### config.mk
export PLATFORM = sky130hd
export DESIGN_NAME = demux1x8_32b_buf_flat
export DESIGN_NICKNAME = d
export VERILOG_FILES = /design/src/rtl/demux1x8_32b_buf_if.sv /design/src/rtl/demux1x8_32b_buf.sv /design/src/flat_wrapper.sv
export SDC_FILE = /design/constraint.sdc
export NUM_CORES = 1
export LEC_CHECK = 0
export ABC_AREA = 1
export BUFFER_PORTS_ARGS = -buffer_cell sky130_fd_sc_hd__buf_2
export CORE_ASPECT_RATIO = 0.9
export CORE_MARGIN = 2
export CORE_UTILIZATION = 56
export CTS_CLUSTER_SIZE = 20
export DETAILED_ROUTE_END_ITERATION = 10
export PLACE_DENSITY = 0.85
export SLEW_MARGIN = 15
export SYNTH_ARGS = -nofsm -noshare
export SYNTH_HDL_FRONTEND = slang
export SYNTH_SLANG_ARGS = --single-unit
### constraint.sdc
create_clock -name clk -period 3.1 [get_ports clk]
set_input_delay 0.31 -clock clk [delete_from_list [all_inputs] [get_ports clk]]
set_output_delay 0.31 -clock clk [all_outputs]
set_load 0.05 [all_outputs]
### src/rtl/demux1x8_32b_buf_if.sv
// Source/sink bundle for demux1x8_32b_buf: one valid/ready input word, eight buffered output lanes.
// Broadcast control (bcast) exists only when DEMUX8_BCAST_EN is defined.
interface demux1x8_32b_buf_if;
    logic [31:0] D;
    logic [2:0]  S;
    logic        in_valid;
    logic        in_ready;
    logic [31:0] Y0;
    logic [31:0] Y1;
    logic [31:0] Y2;
    logic [31:0] Y3;
    logic [31:0] Y4;
    logic [31:0] Y5;
    logic [31:0] Y6;
    logic [31:0] Y7;
    logic [7:0]  Y_valid;
    logic [7:0]  Y_ready;
`ifdef DEMUX8_BCAST_EN
    logic        bcast;

    modport master (
        output D, S, in_valid, Y_ready, bcast,
        input  in_ready, Y0, Y1, Y2, Y3, Y4, Y5, Y6, Y7, Y_valid
    );
    modport slave (
        input  D, S, in_valid, Y_ready, bcast,
        output in_ready, Y0, Y1, Y2, Y3, Y4, Y5, Y6, Y7, Y_valid
    );
`else
    modport master (
        output D, S, in_valid, Y_ready,
        input  in_ready, Y0, Y1, Y2, Y3, Y4, Y5, Y6, Y7, Y_valid
    );
    modport slave (
        input  D, S, in_valid, Y_ready,
        output in_ready, Y0, Y1, Y2, Y3, Y4, Y5, Y6, Y7, Y_valid
    );
`endif
endinterface

### src/rtl/demux1x8_32b_buf.sv
// 1-to-8 demultiplexer of 32-bit words into eight one-entry lane buffers with valid/ready on both sides.
// Optional broadcast to all lanes is compiled in with DEMUX8_BCAST_EN.
module demux1x8_32b_buf (
    input  logic                  clk,
    input  logic                  rst,
    demux1x8_32b_buf_if.slave     bus
);

    logic [31:0] y_q [8];
    logic [31:0] y_d [8];
    logic [7:0]  v_q;
    logic [7:0]  v_d;
    logic [7:0]  lane_free_s;
    logic [7:0]  wr_s;
    logic        in_ready_s;
    logic        push_s;

    // Acceptance decision and per-lane write enables.
    always_comb begin
        lane_free_s = ~v_q | bus.Y_ready;
        in_ready_s  = 1'b0;
        wr_s        = 8'h00;
`ifdef DEMUX8_BCAST_EN
        if (bus.bcast) begin
            // Broadcast is all-or-nothing: every lane must be able to take the word.
            in_ready_s = !rst && (&lane_free_s);
        end else begin
            in_ready_s = !rst && lane_free_s[bus.S];
        end
        push_s = bus.in_valid && in_ready_s;
        if (push_s && bus.bcast) begin
            wr_s = 8'hFF;
        end else if (push_s) begin
            wr_s = 8'h01 << bus.S;
        end else begin
            wr_s = 8'h00;
        end
`else
        in_ready_s = !rst && lane_free_s[bus.S];
        push_s     = bus.in_valid && in_ready_s;
        if (push_s) begin
            wr_s = 8'h01 << bus.S;
        end else begin
            wr_s = 8'h00;
        end
`endif
    end

    // Next lane state: a write wins over a pop on the same lane; data holds after a pop.
    always_comb begin
        for (int i = 0; i < 8; i++) begin
            y_d[i] = y_q[i];
            v_d[i] = v_q[i];
            if (wr_s[i]) begin
                y_d[i] = bus.D;
                v_d[i] = 1'b1;
            end else if (v_q[i] && bus.Y_ready[i]) begin
                v_d[i] = 1'b0;
            end else begin
                v_d[i] = v_q[i];
            end
        end
    end

    // Lane registers with synchronous reset.
    always_ff @(posedge clk) begin
        if (rst) begin
            v_q <= 8'h00;
            for (int i = 0; i < 8; i++) begin
                y_q[i] <= 32'h0000_0000;
            end
        end else begin
            v_q <= v_d;
            for (int i = 0; i < 8; i++) begin
                y_q[i] <= y_d[i];
            end
        end
    end

    assign bus.in_ready = in_ready_s;
    assign bus.Y_valid  = v_q;
    assign bus.Y0       = y_q[0];
    assign bus.Y1       = y_q[1];
    assign bus.Y2       = y_q[2];
    assign bus.Y3       = y_q[3];
    assign bus.Y4       = y_q[4];
    assign bus.Y5       = y_q[5];
    assign bus.Y6       = y_q[6];
    assign bus.Y7       = y_q[7];

endmodule
### src/flat_wrapper.sv
// flat-port wrapper written by rule: the top's interface ports become plain ports
module demux1x8_32b_buf_flat 
  (clk, rst, bus_D, bus_S, bus_in_valid, bus_Y_ready, bus_in_ready, bus_Y0, bus_Y1, bus_Y2, bus_Y3, bus_Y4, bus_Y5, bus_Y6, bus_Y7, bus_Y_valid);
  demux1x8_32b_buf_if bus_i ();
  input  logic clk;
  input  logic rst;
  input wire logic [$bits(bus_i.D)-1:0] bus_D;
  input wire logic [$bits(bus_i.S)-1:0] bus_S;
  input wire logic [$bits(bus_i.in_valid)-1:0] bus_in_valid;
  input wire logic [$bits(bus_i.Y_ready)-1:0] bus_Y_ready;
  output wire logic [$bits(bus_i.in_ready)-1:0] bus_in_ready;
  output wire logic [$bits(bus_i.Y0)-1:0] bus_Y0;
  output wire logic [$bits(bus_i.Y1)-1:0] bus_Y1;
  output wire logic [$bits(bus_i.Y2)-1:0] bus_Y2;
  output wire logic [$bits(bus_i.Y3)-1:0] bus_Y3;
  output wire logic [$bits(bus_i.Y4)-1:0] bus_Y4;
  output wire logic [$bits(bus_i.Y5)-1:0] bus_Y5;
  output wire logic [$bits(bus_i.Y6)-1:0] bus_Y6;
  output wire logic [$bits(bus_i.Y7)-1:0] bus_Y7;
  output wire logic [$bits(bus_i.Y_valid)-1:0] bus_Y_valid;
  assign bus_i.D = bus_D;
  assign bus_i.S = bus_S;
  assign bus_i.in_valid = bus_in_valid;
  assign bus_i.Y_ready = bus_Y_ready;
  assign bus_in_ready = bus_i.in_ready;
  assign bus_Y0 = bus_i.Y0;
  assign bus_Y1 = bus_i.Y1;
  assign bus_Y2 = bus_i.Y2;
  assign bus_Y3 = bus_i.Y3;
  assign bus_Y4 = bus_i.Y4;
  assign bus_Y5 = bus_i.Y5;
  assign bus_Y6 = bus_i.Y6;
  assign bus_Y7 = bus_i.Y7;
  assign bus_Y_valid = bus_i.Y_valid;
  demux1x8_32b_buf u_core (.clk(clk), .rst(rst), .bus(bus_i));
endmodule
Word level (Yosys, flattened, before mapping)

Memories as Yosys holds them, arrays and structs flattened.
Cells that the tools add are included.

Latch bits: 0
Register bits after elaboration: 8
Memories kept: 1
ROM bits: 0
Word-level logic and storage cells: 78
RAM bits: 256

Equal/unequal tests: 0
Multipliers: 0
$add $sub $neg: 0
Reduce and logical (&&, ||, !) cells: 19
Shift-type cells: 1
Multiplexer cells: 38
Bitwise gates (word level): 10
Divide/modulo/power cells: 0
$lt $le $gt $ge: 1

Memories:

| name       | words | width | rd ports | clocked after memory_dff | wr ports | line                  | source |
|---|---|---|---|---|---|---|---|
| u_core.y_q | 8     | 32    | 8        | 0                        | 8        | demux1x8_32b_buf.sv:9 | `logic [31:0] y_q [8];` |

Operators by type and width:

| operator              | count |
|---|---|
| $mux W32              | 16 |
| $mux W1               | 20 |
| $reduce_bool A2 Y1    | 8 |
| $logic_and A1 B1 Y1   | 10 |
| $mux W8               | 1 |
| $not A8 Y8            | 1 |
| $or A1 B1 Y1          | 8 |
| $or A8 B8 Y8          | 1 |
| $shl A1 B3 Y8 const A | 1 |
| $lt A3 B4 Y1 const B  | 1 |
| $bmux W1 S3           | 1 |
| $logic_not A1 Y1      | 1 |

Logic depth before layout (Yosys ltp)

Depth in word-level cells: 9
Gate-level depth with buffers: 14

Worst setup path after synthesis

No wires, ideal clock.

Kind: reg2reg
Start: register u_core.v_q[4], in the netlist u_core.bus.Y_valid[4]
End: memory u_core.y_q[0][4]
Period minus slack after synthesis: 1.845 ns
Library setup time: 0.114 ns
Setup slack: 1.255 ns
Path buffers: 2
Data required time: 2.986 ns
Stages on the path, launching flop included: 13
Data arrival time: 1.731 ns
Cells stage by stage: dfxtp_1 > nand2_1 > nor2_1 > nor2_1 > nand2_1 > nand2_1 > nand2_1 > nor2_1 > buf_2 > buf_2 > nand4_1 > nand2_1 > nor2_1

RTL lines:

| what                   | line                   | source |
|---|---|---|
| from (decl)            | demux1x8_32b_buf.sv:11 | `logic [7:0] v_q;` |
| from (signal assigned) | demux1x8_32b_buf.sv:73 | `v_q <= v_d;` |
| to (decl)              | demux1x8_32b_buf.sv:9  |  |

Final worst setup path

Start: register u_core.v_q[6], in the netlist u_core.bus.Y_valid[6]
End: output bus_in_ready

Cells in the longest elaborated chain, start to end: 5

Ends and longest elaborated chain:

| what                          | line                   | source |
|---|---|---|
| $not A8 Y8                    | demux1x8_32b_buf.sv:20 | `lane_free_s = ~v_q \| bus.Y_ready;` |
| $or A8 B8 Y8                  | demux1x8_32b_buf.sv:20 |  |
| $bmux W1 S3                   | demux1x8_32b_buf.sv:39 | `in_ready_s = !rst && lane_free_s[bus.S];` |
| $mux W1 (not written as such) | demux1x8_32b_buf.sv:39 |  |
| $logic_and A1 B1 Y1           | demux1x8_32b_buf.sv:39 |  |
| to (decl)                     | flat_wrapper.sv:11     | `output wire logic [$bits(bus_i.in_ready)-1:0] bus_in_ready;` |

Every way passes these cells. The select of a mux whose other input is x is not followed.

==> flow_summary.yaml <==
finish:
  n_antenna_cell: 0
  finalInstanceArea_um2: 13300
  syn_to_final_growth_pct: 22.32
  final_nets: 1819
  drive_gt1_share_pct: 22.11
timing:
  finalSetupViolations: 0
  finalClockSkew_ns: 0.006188
  tightest_slew_ns: 1.286
  period_minus_slack_ns: 2.508
  tns_ns: 0
  slew_viol_final: 0
  max_freq_ghz: 0.3988
  rsz0062_at_grt: "no"
  maxSlewHeadroom_pct: 14.24
  timing.final.crit_share_pct: 80.89
  hold_viol: 0
floorplan:
  die_width_um: 150.9
  ios: 311
  die_y_um: 136.2
  fp.dieArea_um2: 20550
  core_area_um2: 19100
  initial_utilization_pct: 56.94
  rows: 48
power_and_ir_drop:
  peakVddDrop_uv: 424.6
  power_mw: 7.776
  pwr-share-clk_pct: 42.2
  p_seq_share_pct: 45.1
  p_per_area_nw_per_um2: 584.6
  pwr-share-comb_pct: 12.6
  p_leak_nw: 6.367
  p_sw_share_pct: 27.78
  p_int_mw: 5.616
  power_switching_mw: 2.161
clocking:
  clk_latency_ns: 0.52
  cts-resized-gates: 0
  cts.sinks: 264
  cts_tree: "done"
  holdBufCountCts: 0
  postCtsSetupRepairBufs: 0
  cts_made_buffers: 27
  cts.clk_slew.worst_paths_ns: 0.06
  cts.root.buffer_cell: "clkbuf_16"
  clockBufferDepth: 3
  cts_max_level: 1
placement:
  portBuffers: 310
  gp_congestion: 0.8609
  dpl.hpwl_um: 22820
  placed_cell_area_um2: 12410
routing:
  vias: 11740
  final_antenna_net_count: 0
  drt-total-wl_um: 38610
  wl_met1_um: 14580
  initialDrtViolationCount: 1475
  wire_per_inst_um: 18.92
  vias_per_cell: 5.750
  met3_length_um: 5170
  first_pass_iters: 6
  drc: 0
  top_layer_used: "met4"
  route.met2.wl_um: 17140
setup_path:
  cp_data_arrival_time_ns: 2.20
  cp_max_fo: 26
  critical_path.top_delay_family: "simple AND/OR/NAND/NOR gates"
  path_class: "flop to primary output"
  cp-end-kind: "primary output"
  required_ns: 2.79
  path_cells: "nand2_1, nor2_1, nor2_1, nand2_1, nand2_1, nand2_1, nor2_4, buf_4, buf_2"
  cp_slowest_stage_delay_ns: 0.35
  critPathBufInv: 2
  worst_path_max_delay_cell: "dfxtp_1"
  cpMostUsedCell: "nand2_1"
  crit_path_start_kind: "flop"
logic_synthesis:
  synth_area_leader_cell: "dfxtp_1"
  synthFlopType: "dfxtp_1"
  synth_area_leaders: "dfxtp_1 (49%), nor2_1 (19%), nand4_1 (15%)"
  syn-num-nets: 1594
  synth_warnings: 0
  ys_ff_latch: 264
  synthesis.area_um2: 10880
  synthArstFlopShare_pct: 0
  yosysTopAreaCellShare_pct: 48.60
  synthCells: 1548
  synth_area_per_cell_um2: 7.025
  yosysSeqAreaShare_pct: 48.60
  synth.most_common_cell: "nor2_1"
  synthTopCellsByCount: "nor2_1 (549), nand2_1 (274), dfxtp_1 (264)"
  synth_edf_count: 0
  yosys.cell_types.count: 15
grt:
  grt_pass1_vias: 9723
  grt-ovfl-total: 0
  grt_max_degree: 263
  grt_pass1_wl_um: 55760
  antenna_found_initial: 1
  grt.total_usage_pct: 35.28
min_path:
  hp-class: "primary input to flop"
run_status:
  run_status: "completed"
flow_run:
  cap_violations: 0
-- sequential cells by signal (all words and copies together) (netlist names) --
name / flops
u_core.bus.Y_valid: 8
u_core.y_q: 256
-- layout make-up --
class	instances	area (µm²)
Fill cell	1608	5796
Sequential cell	264	5285
Multi-Input combinational cell	1095	4831
Timing Repair Buffer	332	1775
Clock buffer	38	797.0
Tap cell	250	312.8
Inverter	53	206.4
Clock inverter	9	95.09
-- layer usage --
layer  global-route usage, %  up-vias
met5                       0        -
met4                   14.33        0
met3                   9.933      121
met2                   53.66      733
met1                   47.38     5388
li1                        -     5494
-- layout by cell type, fill, tap and decap left out --
| cell | instances |
|---|---|
| nand4_2 | 1 |
| dfxtp_1 | 264 |
| clkinv_1 | 1 |
| inv_8 | 1 |
| inv_1 | 50 |
| clkbuf_1 | 3 |
| o21ai_0 | 2 |
| clkbuf_16 | 27 |
| buf_2 | 309 |
| nand3_1 | 6 |
| nor2_1 | 532 |
| clkinv_2 | 7 |
| nand4_1 | 256 |
| nand2_1 | 274 |
| nor2_4 | 2 |
| a21oi_1 | 7 |
| nor2_2 | 15 |
| buf_12 | 4 |
| clkbuf_8 | 9 |
| inv_2 | 1 |
| bufinv_16 | 2 |
| buf_4 | 18 |
-- cells by family (layout without fill, tap and decap cells) --
family          Yosys count  count (layout)  share of synthesized area, %
simple gates           1086            1086                         43.52
flops                   264             264                         48.60
buf+inv                 189             432                         7.467
compound gates            9               9                        0.4141
-- power groups by stage --
| stage | Sequential [mW] | Clock, mW | Combinational [mW] |
|---|---|---|---|
| 2_1_floorplan | 3.84 | 0 | 0.423 |
| 3_3_place_gp | 3.58 | 0 | 0.945 |
| 3_5_place_dp | 3.58 | 0 | 0.955 |
| 4_1_cts | 3.51 | 3.29 | 0.958 |
| 5_1_grt | 3.51 | 3.41 | 1.03 |
| 6_report | 3.51 | 3.29 | 0.980 |
-- worst reg2reg max path, stage by stage (launching register included) --
cell and delay, ns:
dfxtp_1 0.35, nand2_1 0.11, nor2_1 0.05, nor2_1 0.10, nand2_1 0.06, nand2_1 0.09, nand2_1 0.10, nor2_4 0.18
buf_12 0.48, nand4_1 0.33, nand2_1 0.11, nor2_1 0.05
-- final timing paths --
path	start	endpoint	slack [ns]	cells after the start
min reg2reg	u_core.y_q[0][163]	u_core.y_q[0][163]	0.47	2
min	bus_Y_ready[5]	u_core.bus.Y_valid[5]	0.09	4
max reg2reg	u_core.bus.Y_valid[6]	u_core.y_q[0][138]	0.99	11
max	u_core.bus.Y_valid[6]	bus_in_ready	0.59	9
-- per-stage QoR --
stage                     cells  worst slack [ns]  hold slack (ns)  util (%)
after floorplan            1548             1.255           0.4962         -
after global placement     1994            0.9196           0.4566     64.98
after detailed placement   1994            0.8108           0.4641     64.98
after CTS                  2041            0.5956          0.07663     69.65
after global routing       2041            0.5202          0.09383     69.65
final                      2041            0.5924          0.08751     69.65
(Power assumes the default switching activity.)
